===== config.mk =====
export PLATFORM = sky130hd
export DESIGN_NAME = load_store_unit
export DESIGN_NICKNAME = d
export VERILOG_FILES = /design/src/rtl/lsu_pkg.sv /design/src/rtl/lsu_lane_align.sv /design/src/rtl/load_store_unit.sv
export SDC_FILE = /design/constraint.sdc
export NUM_CORES = 1
export LEC_CHECK = 0
export BUFFER_PORTS_ARGS = -buffer_cell sky130_fd_sc_hd__buf_2
export CORE_MARGIN = 8
export CORE_UTILIZATION = 52
export DETAILED_ROUTE_END_ITERATION = 10
export PLACE_DENSITY = 0.89
export SLEW_MARGIN = 20
export SYNTH_ARGS = -nofsm -noshare
export SYNTH_HDL_FRONTEND = slang
export SYNTH_SLANG_ARGS = --single-unit

===== constraint.sdc =====
create_clock -name clk -period 3.58 [get_ports clk]
set_input_delay 0.358 -clock clk [delete_from_list [all_inputs] [get_ports clk]]
set_output_delay 0.358 -clock clk [all_outputs]
set_load 0.02 [all_outputs]

===== src/rtl/lsu_pkg.sv =====
// Shared types for the load/store unit.
// Size encodings, FSM states and default memory depth.
package lsu_pkg;

  localparam int MEM_WORDS_DEF = 1024;

  localparam logic [1:0] SZ_BYTE = 2'b00;
  localparam logic [1:0] SZ_HALF = 2'b01;
  localparam logic [1:0] SZ_WORD = 2'b10;

  typedef enum logic [2:0] {
    S_IDLE,
    S_LD_RD,
    S_LD_DATA,
    S_ST_WR,
    S_RMW_RD,
    S_RMW_WR,
    S_RESP
  } state_e;

endpackage


===== src/rtl/lsu_lane_align.sv =====
// Little-endian lane extract/extend for loads
// and lane merge into the read word for sub-word stores.
module lsu_lane_align
  import lsu_pkg::*;
(
  input  logic [31:0] rdata_i,
  input  logic [31:0] wdata_i,
  input  logic [1:0]  lane_i,
  input  logic [1:0]  size_i,
  input  logic        sext_i,
  output logic [31:0] load_o,
  output logic [31:0] merge_o
);

  logic [4:0]  b_sh;
  logic [4:0]  h_sh;
  logic [7:0]  b_v;
  logic [15:0] h_v;

  always_comb begin
    b_sh    = {lane_i, 3'b000};
    h_sh    = {lane_i[1], 4'b0000};
    b_v     = rdata_i[b_sh +: 8];
    h_v     = rdata_i[h_sh +: 16];
    load_o  = rdata_i;
    merge_o = wdata_i;
    case (size_i)
      SZ_BYTE: begin
        load_o  = {{24{sext_i & b_v[7]}}, b_v};
        merge_o = rdata_i;
        merge_o[b_sh +: 8] = wdata_i[7:0];
      end
      SZ_HALF: begin
        load_o  = {{16{sext_i & h_v[15]}}, h_v};
        merge_o = rdata_i;
        merge_o[h_sh +: 16] = wdata_i[15:0];
      end
      default: begin
        load_o  = rdata_i;
        merge_o = wdata_i;
      end
    endcase
  end

endmodule


===== src/rtl/load_store_unit.sv =====
// Byte/half/word load-store FSM over a word memory.
// Optional LSU_RANGE_CHECK_EN flags addresses beyond the memory.
module load_store_unit
  import lsu_pkg::*;
#(
  parameter int MEM_WORDS = MEM_WORDS_DEF
) (
  input  logic        clk,
  input  logic        rst,
  input  logic        req_valid,
  output logic        req_ready,
  input  logic        req_write,
  input  logic [1:0]  req_size,
  input  logic        req_signed,
  input  logic [31:0] req_addr,
  input  logic [31:0] req_wdata,
  output logic        resp_valid,
  output logic [31:0] resp_rdata,
  output logic        resp_err,
  output logic [31:0] mem_addr,
  output logic [31:0] mem_wdata,
  output logic        mem_we,
  output logic        mem_re,
  input  logic [31:0] mem_rdata
);

  localparam int AW = $clog2(MEM_WORDS);

  state_e        state_q;
  logic          sext_q;
  logic [1:0]    size_q;
  logic [1:0]    lane_q;
  logic [AW-1:0] idx_q;
  logic [31:0]   wdata_q;
  logic [31:0]   rdata_q;
  logic          err_q;

  logic [31:0]   ld_ext;
  logic [31:0]   st_merge;
  logic          req_err;
  logic          oor;
  logic          bad;

  always_comb begin
    bad = (req_size == 2'b11)
       || (req_size == SZ_HALF && req_addr[0])
       || (req_size == SZ_WORD && req_addr[1:0] != 2'b00);
  end

`ifdef LSU_RANGE_CHECK_EN
  assign oor = |req_addr[31:AW+2];
`else
  // Upper address bits are dropped so addresses wrap.
  logic unused_hi;
  assign unused_hi = |req_addr[31:AW+2];
  assign oor = 1'b0;
`endif

  assign req_err = bad | oor;

  lsu_lane_align u_align (
    .rdata_i (mem_rdata),
    .wdata_i (wdata_q),
    .lane_i  (lane_q),
    .size_i  (size_q),
    .sext_i  (sext_q),
    .load_o  (ld_ext),
    .merge_o (st_merge)
  );

  always_ff @(posedge clk) begin
    if (rst) begin
      state_q <= S_IDLE;
      sext_q  <= 1'b0;
      size_q  <= SZ_BYTE;
      lane_q  <= 2'b00;
      idx_q   <= '0;
      wdata_q <= '0;
      rdata_q <= '0;
      err_q   <= 1'b0;
    end else begin
      case (state_q)
        S_IDLE: begin
          if (req_valid) begin
            sext_q  <= req_signed;
            size_q  <= req_size;
            lane_q  <= req_addr[1:0];
            idx_q   <= req_addr[AW+1:2];
            wdata_q <= req_wdata;
            if (req_err) begin
              rdata_q <= '0;
              err_q   <= 1'b1;
              state_q <= S_RESP;
            end else if (!req_write) begin
              state_q <= S_LD_RD;
            end else if (req_size == SZ_WORD) begin
              state_q <= S_ST_WR;
            end else begin
              state_q <= S_RMW_RD;
            end
          end
        end
        S_LD_RD:   state_q <= S_LD_DATA;
        S_LD_DATA: begin
          rdata_q <= ld_ext;
          err_q   <= 1'b0;
          state_q <= S_RESP;
        end
        S_ST_WR, S_RMW_WR: begin
          rdata_q <= '0;
          err_q   <= 1'b0;
          state_q <= S_RESP;
        end
        S_RMW_RD:  state_q <= S_RMW_WR;
        S_RESP:    state_q <= S_IDLE;
        default:   state_q <= S_IDLE;
      endcase
    end
  end

  assign req_ready  = (state_q == S_IDLE);
  assign resp_valid = (state_q == S_RESP);
  assign resp_rdata = rdata_q;
  assign resp_err   = err_q;
  assign mem_addr   = 32'(idx_q);
  assign mem_wdata  = (state_q == S_RMW_WR) ? st_merge : wdata_q;
  assign mem_re     = !rst && (state_q == S_LD_RD || state_q == S_RMW_RD);
  assign mem_we     = !rst && (state_q == S_ST_WR || state_q == S_RMW_WR);

endmodule


After elaboration in Yosys (flattened, before gate mapping)
Index checks and enable logic that the tools add are counted.
Operators by class
  add/sub/neg operators: 2
  equal/unequal tests: 12
  shift operators: 6
  mux-type cells: 16
  bitwise logic cells: 2
  reductions and logical operators: 19
Operators with widths (number)
  32-bit one-hot mux with 2 select lines: 2
  32-bit 2-to-1 mux: 3
  32-bit one-hot mux with 3 select lines: 1
  32-bit bitwise mux: 2
  16-bit by 7-bit variable shift with 32-bit output (first input constant): 1
  8-bit by 7-bit variable shift with 32-bit output (first input constant): 1
  16-bit by 7-bit variable part select with 32-bit output: 1
  32-bit by 6-bit variable part select with 16-bit output: 1
  32-bit by 6-bit variable part select with 8-bit output: 1
  8-bit by 7-bit variable part select with 32-bit output: 1
  5-bit negator with 7-bit output: 2
  3-bit 2-to-1 mux: 4
  3-bit one-hot mux with 4 select lines: 1
  3-bit equality test (second input constant): 3
  3-bit by 2-bit equality test with 1-bit output (second input constant): 2
  3-bit AND reduction: 2
  2-bit by 1-bit equality test with 1-bit output (second input constant): 2
  2-bit equality test (second input constant): 2
  1-bit logical AND: 4
  1-bit logical OR: 4
  2-bit nonzero test: 2
  3-bit by 1-bit equality test with 1-bit output (second input constant): 1
  3-bit zero test: 1
  3-bit nonzero test: 1
  other kinds (10): 12
Storage, ports and cells
  register bits: 83
  bits of input ports: 103
  word-level logic and storage cells: 65

Depth between registers and ports, before layout
Gate-level depths: netlist of the first run.
  word-level depth: 7
  gate-level depth with buffers: 9
  gate-level depth less buffers: 6

Cells and area by module
From an unflattened synthesis of the first run, not the netlist that was laid out.
Second synthesis, totals
  cells, all modules: 682
  area, all modules: 5378.9 µm²
Modules (own cells, without submodules)
  load_store_unit: times used 1, cells an instance 375, area each 3448.3 µm², sequential area each 1661.6 µm²
  lsu_lane_align: times used 1, cells an instance 307, area each 1930.6 µm², sequential area each 0.0 µm²

Worst setup path after synthesis of the first run
OpenSTA, ideal clock, no wires.
  path kind: reg-to-output
  start: reg lane_q[0]
  end: out mem_wdata[16]
  arrival time: 2.462 ns
  setup slack: 0.760 ns
  cell stages (with the launch flop): 9
  path buffers: 2
  path through: dfxtp_1 > buf_2 > buf_2 > inv_1 > ha_1 > or4b_1 > o22ai_1 > a22oi_1 > a21oi_1
Between the ends
  longest elaborated chain between the ends: 5
  elaborated cells on any way between the ends: 6
  those cells by class: add/sub: 1; shift: 2; mux: 3
Ends and longest elaborated chain
  start, declared: line load_store_unit.sv:32  | logic [1:0] lane_q;
  start signal, assigned: line load_store_unit.sv:87  | lane_q <= req_addr[1:0];
  5-bit negator with 7-bit output (*): line lsu_lane_align.sv:31  | merge_o[b_sh +: 8] = wdata_i[7:0];
  8-bit by 7-bit variable part select with 32-bit output or 8-bit by 7-bit variable shift with 32-bit output (tied branches): line lsu_lane_align.sv:31
  32-bit bitwise mux (*): line lsu_lane_align.sv:31
  32-bit one-hot mux with 2 select lines (*): line lsu_lane_align.sv:27  | case (size_i)
  32-bit 2-to-1 mux (*): line load_store_unit.sv:126  | assign mem_wdata = (state_q == S_RMW_WR) ? st_merge : wdata_q;
  end, declared: line load_store_unit.sv:21  | output logic [31:0] mem_wdata,
Every way passes the cells marked *; elsewhere a longest branch is shown, timed or not.

Worst setup path in the final report of the first run
  start: reg lane_q[1]
  end: out mem_wdata[16]
Between the ends
  longest elaborated chain between the ends: 5
  elaborated cells on any way between the ends: 10
  those cells by class: add/sub: 2; shift: 4; mux: 4
Ends and longest elaborated chain
  5-bit negator with 7-bit output (on tied branches): line lsu_lane_align.sv:36, lsu_lane_align.sv:31
  16-bit by 7-bit variable part select with 32-bit output (tied with other cells): line lsu_lane_align.sv:36  | merge_o[h_sh +: 16] = wdata_i[15:0];
  32-bit bitwise mux (on tied branches): line lsu_lane_align.sv:36, lsu_lane_align.sv:31
  32-bit one-hot mux with 2 select lines (*): line lsu_lane_align.sv:27
  32-bit 2-to-1 mux (*): line load_store_unit.sv:126
Marks and branches as above.

==> results.md, run 1 <==
* Die Y-Extent at about 110 µm
* CTS H-tree depth at 3
* GR Overflow Total at 0
* Routability cong. at between 0.9 and 1
* Max Fclk at 319 MHz
* Sum of negative setup slack at 0 ns
* Total Power at around 2.4 mW
* RSZ-0062 raised after global routing: no
* DR vias at between 4000 and 5000
* Root Buffer: clkbuf_8
* Clock transition at path regs at approximately 0.10 ns
* Drt first pass iters at 5
* Fin. Hold Viols at 0
* # setup viols final at 0
* Ys Warns at 0
* Number of I/O port buffers at around 160
* R2r setup slk at around 1.3 ns
* HP Start: req_wdata[4]
* Cell taking the most area after synthesis: dfxtp_1
* Fin worst setup slack at 0.447 ns
* GRT Total Usage at 24.3%
* Drt via density at between 5 and 6
* Worst hold slack at roughly 0.23 ns
* CTS Buffer Depth at 2
* Total wire length at around 15000 µm
* Met2 Use GR at approximately two fifths
* Die area at around 12000 µm²
* Crit path max fanout at 34
* Critical Path RT at around 3.2 ns
* Largest net degree at the start of global routing at 40
* Setup bufs post-CTS at 0
* Drt initial violations at between 300 and 400
* FILL cells at approximately 750
* Worst hold path type: input pin to register
* Tmin final at roughly 3.1 ns
* Seq/Total Area, Yosys at 36.1%
* Final core utilization at a little under two thirds
* Final Skew at about 0.019 ns
* Area Growth Syn to Fin at 20.2%
* Hold depth at 3
* Post-Syn Instances at approximately 570
* Clk_lat worst skew at 0.36 ns
* Top Ports at 204
* Slew Limit Headroom at 42.8%
* Worst Setup Start Kind: register
* Hold path endpoint: wdata_q[4]
* Ys flop type: dfxtp_1
* EDFF count, synth at 0
* Starting Density at 53.1%
* Reg2Reg Depth at 4
* Met1 usage at 29.3%
* Max VDD drop at between 0.3 and 0.4 mV
* Number of buffers created by CTS at 9
* P per Cell Area at about 440 nW/µm²
* Clk sinks at 83
* Crit Reg-Reg Startpoint: size_q[1]
* CP Class: register to output port
* DR WL/cell at about 19 µm
* Yosys top cell area share at between 30% and 40%
* Synth Cell Area at 4610 µm²
* Initial antenna violation count at 0
* Vias in the first global route at about 4600
* WP data arrival at 2.77 ns
* CP endpoint kind: output port
* Flops & latches, synth at slightly above 80
* Core area at 8680 µm²
* Post-CTS sizing at 0
* Top cells by area, synth: dfxtp_1 36%, nand2_1 9.4%, a21oi_1 7.8%
* Global-route wire length before repair at ~23000 µm
* Number of max-cap violations at 0
* Chip Width at around 110 µm
* GRT busiest layer: met2
* Max Slew Vio Count at 0
* Met3 Track Usage GR at under 10%
* Least-Margin Pin Slew at between 0.8 and 0.9 ns
* Ant diodes at 0
* Reg area at about 1700 µm²
* Tcrit/Tclk final at between 80 and 90%
* Footprint of the multi-input gates at approximately 2600 µm²
* Pleak at 2.43 nW
* Run status: complete, no violations
* Row count at 34
* Hold-fix buffers, CTS at 0
* Post-Place Worst Slack at around 0.86 ns
* CTS tree: done
* R2R Path End: resp_rdata[17]
* ANT nets after route at 0
* Asr flop ratio synth at 0%
* Netlist cell types at 52
* Nets at between 800 and 900
* # DRC at 0
* DP HPWL at 11600 µm
* Avg Synthesized Cell Area at 8.06 µm²
* Layout cell share with drive strength beyond 1 at between 20 and 30%
## critical path, cell delays in order (launching register included)
cell and delay (ns):
dfxtp_1 0.34, buf_4 0.36, ha_1 0.24, or4b_1 0.43, o22ai_1 0.45, a22oi_1 0.22, a21oi_1 0.19, buf_2 0.19
## where the power goes
part	leakage [nW]	internal [mW]	switching [mW]
logic	1.67	0.244	0.435
registers	0.676	0.988	0.0735
clock network	0.0922	0.345	0.361
## cell families after synthesis
kind of cell / after synthesis / share of synthesized area, %
XOR/XNOR: 2 / 0.380
AO/OA/AOI/OAI: 191 / 28.0
other: 1 / 0.0814
adder cells (fa/ha/maj): 5 / 1.36
flip-flops: 83 / 36.1
AND/OR/NAND/NOR: 189 / 19.4
multiplexers: 27 / 6.08
buffers and inverters: 74 / 8.72
## placed cells by master (no fill, tap or decap), drive strengths merged, types with 2 or more instances in the layout
master    netlist  final
nor2           21     21
a22oi          17     17
conb            1     22
and3            2      2
mux2i          19     19
inv             7      8
nor2b           8      8
a22o            8      8
a211oi          2      2
o21a           11     11
a221o          16     16
o2bb2ai        16     16
mux2            8      8
ha              5      5
and2            2      2
nor3            8      8
buf            44    171
nor3b           3      3
clkinvlp        0      3
nand2b          6      6
or4b            2      2
dfxtp          83     83
a221oi          9      9
o21ai          27     27
xnor2           2      2
a21oi          73     73
or2             3      3
a31oi           7      7
or3             9      9
nor4b           2      2
nand2         116    116
clkbuf         23     11
## metrics by stage
stage	instances	cell area, µm²
after detailed placement	805	5340
final	821	5540
after global routing	821	5540
after global placement	805	5340
after CTS	821	5540
after floorplan	593	4690
## how the worst max path moves through the flow
| stage | to | startpoint | slack, ns | cells after the start |
|---|---|---|---|---|
| after floorplan | mem_wdata[16] | lane_q[0] | 0.76 | 8 |
| after global placement | mem_wdata[22] | lane_q[1] | 0.92 | 7 |
| after detailed placement | mem_wdata[17] | lane_q[1] | 0.86 | 7 |
| after CTS | mem_wdata[17] | lane_q[1] | 0.48 | 7 |
| after global routing | mem_wdata[22] | lane_q[1] | 0.28 | 7 |
| final | mem_wdata[16] | lane_q[1] | 0.45 | 7 |
## flip-flops by register name (all words and copies together) (netlist names)
name and count:
resp_rdata 32, wdata_q 32, idx_q 10, state_q 3
lane_q 2, size_q 2, resp_err 1, sext_q 1
## per-layer routing
layer / vias up / routed length [µm]
met5: - / 0
met4: 0 / 427
met3: 39 / 1330
met2: 221 / 7480
met1: 2211 / 5980
li1: 2278 / -
## Yosys cell counts, drive strengths merged (11+ instances only)
cell	count
o2bb2ai	16
nand2	116
o21a	11
mux2i	19
a21oi	73
a22oi	17
nor2	21
o21ai	27
clkbuf	23
dfxtp	83
buf	44
a221o	16
## area by class of cell
class	count	area share, %
Multi-Input combinational cell	436	47.5
Tap cell	108	2.44
Inverter	7	0.474
Clock buffer	11	2.55
Timing Repair Buffer	171	15.9
Clock inverter	5	1.11
Sequential cell	83	30.0
No activity file was read; power rests on OpenSTA's default activity.
==> run 2: changes to the inputs <==
--- a/config.mk
+++ b/config.mk
@@ -6,10 +6,12 @@
 export NUM_CORES = 1
 export LEC_CHECK = 0
 export BUFFER_PORTS_ARGS = -buffer_cell sky130_fd_sc_hd__buf_2
+export CELL_PAD_IN_SITES_DETAIL_PLACEMENT = 2
+export CELL_PAD_IN_SITES_GLOBAL_PLACEMENT = 2
 export CORE_MARGIN = 8
-export CORE_UTILIZATION = 52
+export CORE_UTILIZATION = 28
 export DETAILED_ROUTE_END_ITERATION = 10
-export PLACE_DENSITY = 0.89
+export PLACE_DENSITY = 0.88
 export SLEW_MARGIN = 20
 export SYNTH_ARGS = -nofsm -noshare
 export SYNTH_HDL_FRONTEND = slang
==> run 2 against run 1 <==
Compared with the run above:
- power is 13% higher
- combinational power grew 3.8%
- maximum frequency down 2.9%
- die area is 72% higher
- register-to-register slack got worse by 0.33 ns
- via count rose by 1.9%
- worst hold slack improved by 0.015 ns
- critical endpoint is now mem_wdata[22]
- largest power group unchanged
==> results.md, run 2 (synthesized netlist as in run 1, its figures left out) <==
* Worst hold path type: input pin to register
* CTS Buffer Depth at 2 (unchanged)
* DR WL/cell at 21.7 µm (+17%)
* Number of buffers created by CTS at 9 (unchanged)
* Post-Place Worst Slack at 0.733 ns (-0.125 ns)
* Critical Path RT at 3.22 ns (about the same)
* Starting Density at 28.2% (-25 points)
* Ant diodes at 0 (unchanged)
* Tmin final at 3.23 ns (+0.0952 ns)
* Commonest non-fill, non-tap cell in the layout: buf_2
* Max Fclk at 310 MHz (-2.9%)
* DP HPWL at 15600 µm (+34%)
* Nets at 815 (-0.12%)
* Die Y-Extent at 144 µm (+31%)
* CTS H-tree depth at 3 (unchanged)
* Post-CTS sizing at 0 (unchanged)
* Slew Limit Headroom at 31.4% (-11 points)
* Dpl cells at 916 (+14%)
* Crit path max fanout at 13 (-62%)
* Total wire length at 20200 µm (+33%)
* CTS tree: done
* Fin. Hold Viols at 0 (unchanged)
* Post-route cell area at 5780 µm² (+4.4%)
* Clock transition at path regs at 0.06 ns (-0.04 ns)
* Run status: complete, no violations
* Chip Width at 144 µm (+31%)
* Core area at 16300 µm² (+88%)
* Max Slew Vio Count at 0 (unchanged)
* Die area at 20800 µm² (+72%)
* Number of max-cap violations at 0 (unchanged)
* Vias in the first global route at 5265 (+14%)
* FILL cells at 1961 (+160%)
* WP data arrival at 2.87 ns (+0.10 ns)
* Clk_lat worst skew at 0.35 ns (about the same)
* Row count at 47 (+38%)
* DR vias at 4839 (+1.9%)
* Tcrit/Tclk final at 90.2% (+2.7 points)
* CP Class: register to output port
* Fin worst setup slack at 0.352 ns (-0.0952 ns)
* Global-route wire length before repair at 30600 µm (+31%)
* Drt initial violations at 226 (-43%)
* Non-Filler Instances at 932 (+14%)
* Routability cong. at 0.843 (-11%)
* Max VDD drop at 0.239 mV (-22%)
* Layout cell share with drive strength beyond 1 at 28.8% (+0.18 points)
* GRT Total Usage at 19.4% (-5.0 points)
* Sum of negative setup slack at 0 ns (unchanged)
* P per Cell Area at 480 nW/µm² (+8.6%)
* ANT nets after route at 0 (unchanged)
* Final core utilization at 35.4% (-28 points)
* Initial antenna violation count at 0 (unchanged)
* Root Buffer: clkbuf_16
* RSZ-0062 raised after global routing: no
* Drt via density at 5.19 (-10%)
* Least-Margin Pin Slew at 1.02 ns (+0.171 ns)
* Worst Setup Start Kind: register
* # setup viols final at 0 (unchanged)
* Drt first pass iters at 4 (-1)
* Largest net degree at the start of global routing at 54 (+35%)
* Pleak at 2.49 nW (+2.4%)
* Clk sinks at 83 (unchanged)
* Worst hold slack at 0.246 ns (+0.0155 ns)
* Post-DP Area at 5470 µm² (+2.5%)
* # DRC at 0 (unchanged)
* Reg2Reg Depth at 4 (unchanged)
* Total Power at 2.78 mW (+13%)
* Most frequent cells in the layout: 161 x buf_2, 116 x nand2_1, 83 x dfxtp_1
* Top Ports at 204 (unchanged)
* Hold depth at 3 (unchanged)
* Number of I/O port buffers at 161 (unchanged)
* Area Growth Syn to Fin at 25.5%
* Final Skew at 0.0102 ns (-0.00894 ns)
* GR Overflow Total at 0 (unchanged)
* Setup bufs post-CTS at 0 (unchanged)
* CP endpoint kind: output port
* Hold-fix buffers, CTS at 0 (unchanged)
==> run 2: changes by cell type in the layout (fill, tap and decap cells not counted), moves of 3 or more <==
cell        previous run  this run
clkinv_4               0         3
clkbuf_8              10         2
clkinvlp_4             3         0
clkbuf_16              0         9
==> run 2: power by group <==
part           total (mW)  switching (mW)  leakage [nW]  internal (mW)
registers            1.08          0.0861         0.676          0.989
clock network       0.993           0.412         0.156          0.582
logic               0.706           0.461          1.66          0.246
total                2.78           0.959          2.49           1.82
==> run 2: layer usage <==
metal / global-route usage, % / vias to the layer above / part of all wire, %
met1: 22.5 / 2413 / 41
li1: - / 2274 / -
met4: 5.53 / 0 / 1.4
met3: 3.73 / 18 / 5.8
met5: 0 / - / 0
met2: 35.2 / 134 / 52
==> run 2: worst paths after layout <==
check	slack (ns)	startpoint	to
worst max-delay path	0.35	lane_q[1]	mem_wdata[22]
worst max register to register	1.00	state_q[1]	resp_rdata[30]
worst min-delay path	0.25	req_addr[2]	idx_q[0]
worst min register to register	0.46	idx_q[9]	idx_q[9]
==> run 2: critical path: stages (launching register included) <==
cell and delay (ns):
dfxtp_1 0.39, inv_1 0.20, ha_1 0.27, or4b_1 0.48, o22ai_1 0.52, a22oi_1 0.26, a21oi_1 0.21, buf_2 0.19
==> run 2: area by class of cell <==
type	count	area (µm²)	area share, %
clock buffer	11	253	4.37
tap	220	275	4.76
inverter	7	26.3	0.454
multi-input combinational	436	2630	45.5
sequential	83	1660	28.7
clock inverter	5	61.3	1.06
timing repair buffer	170	873	15.1
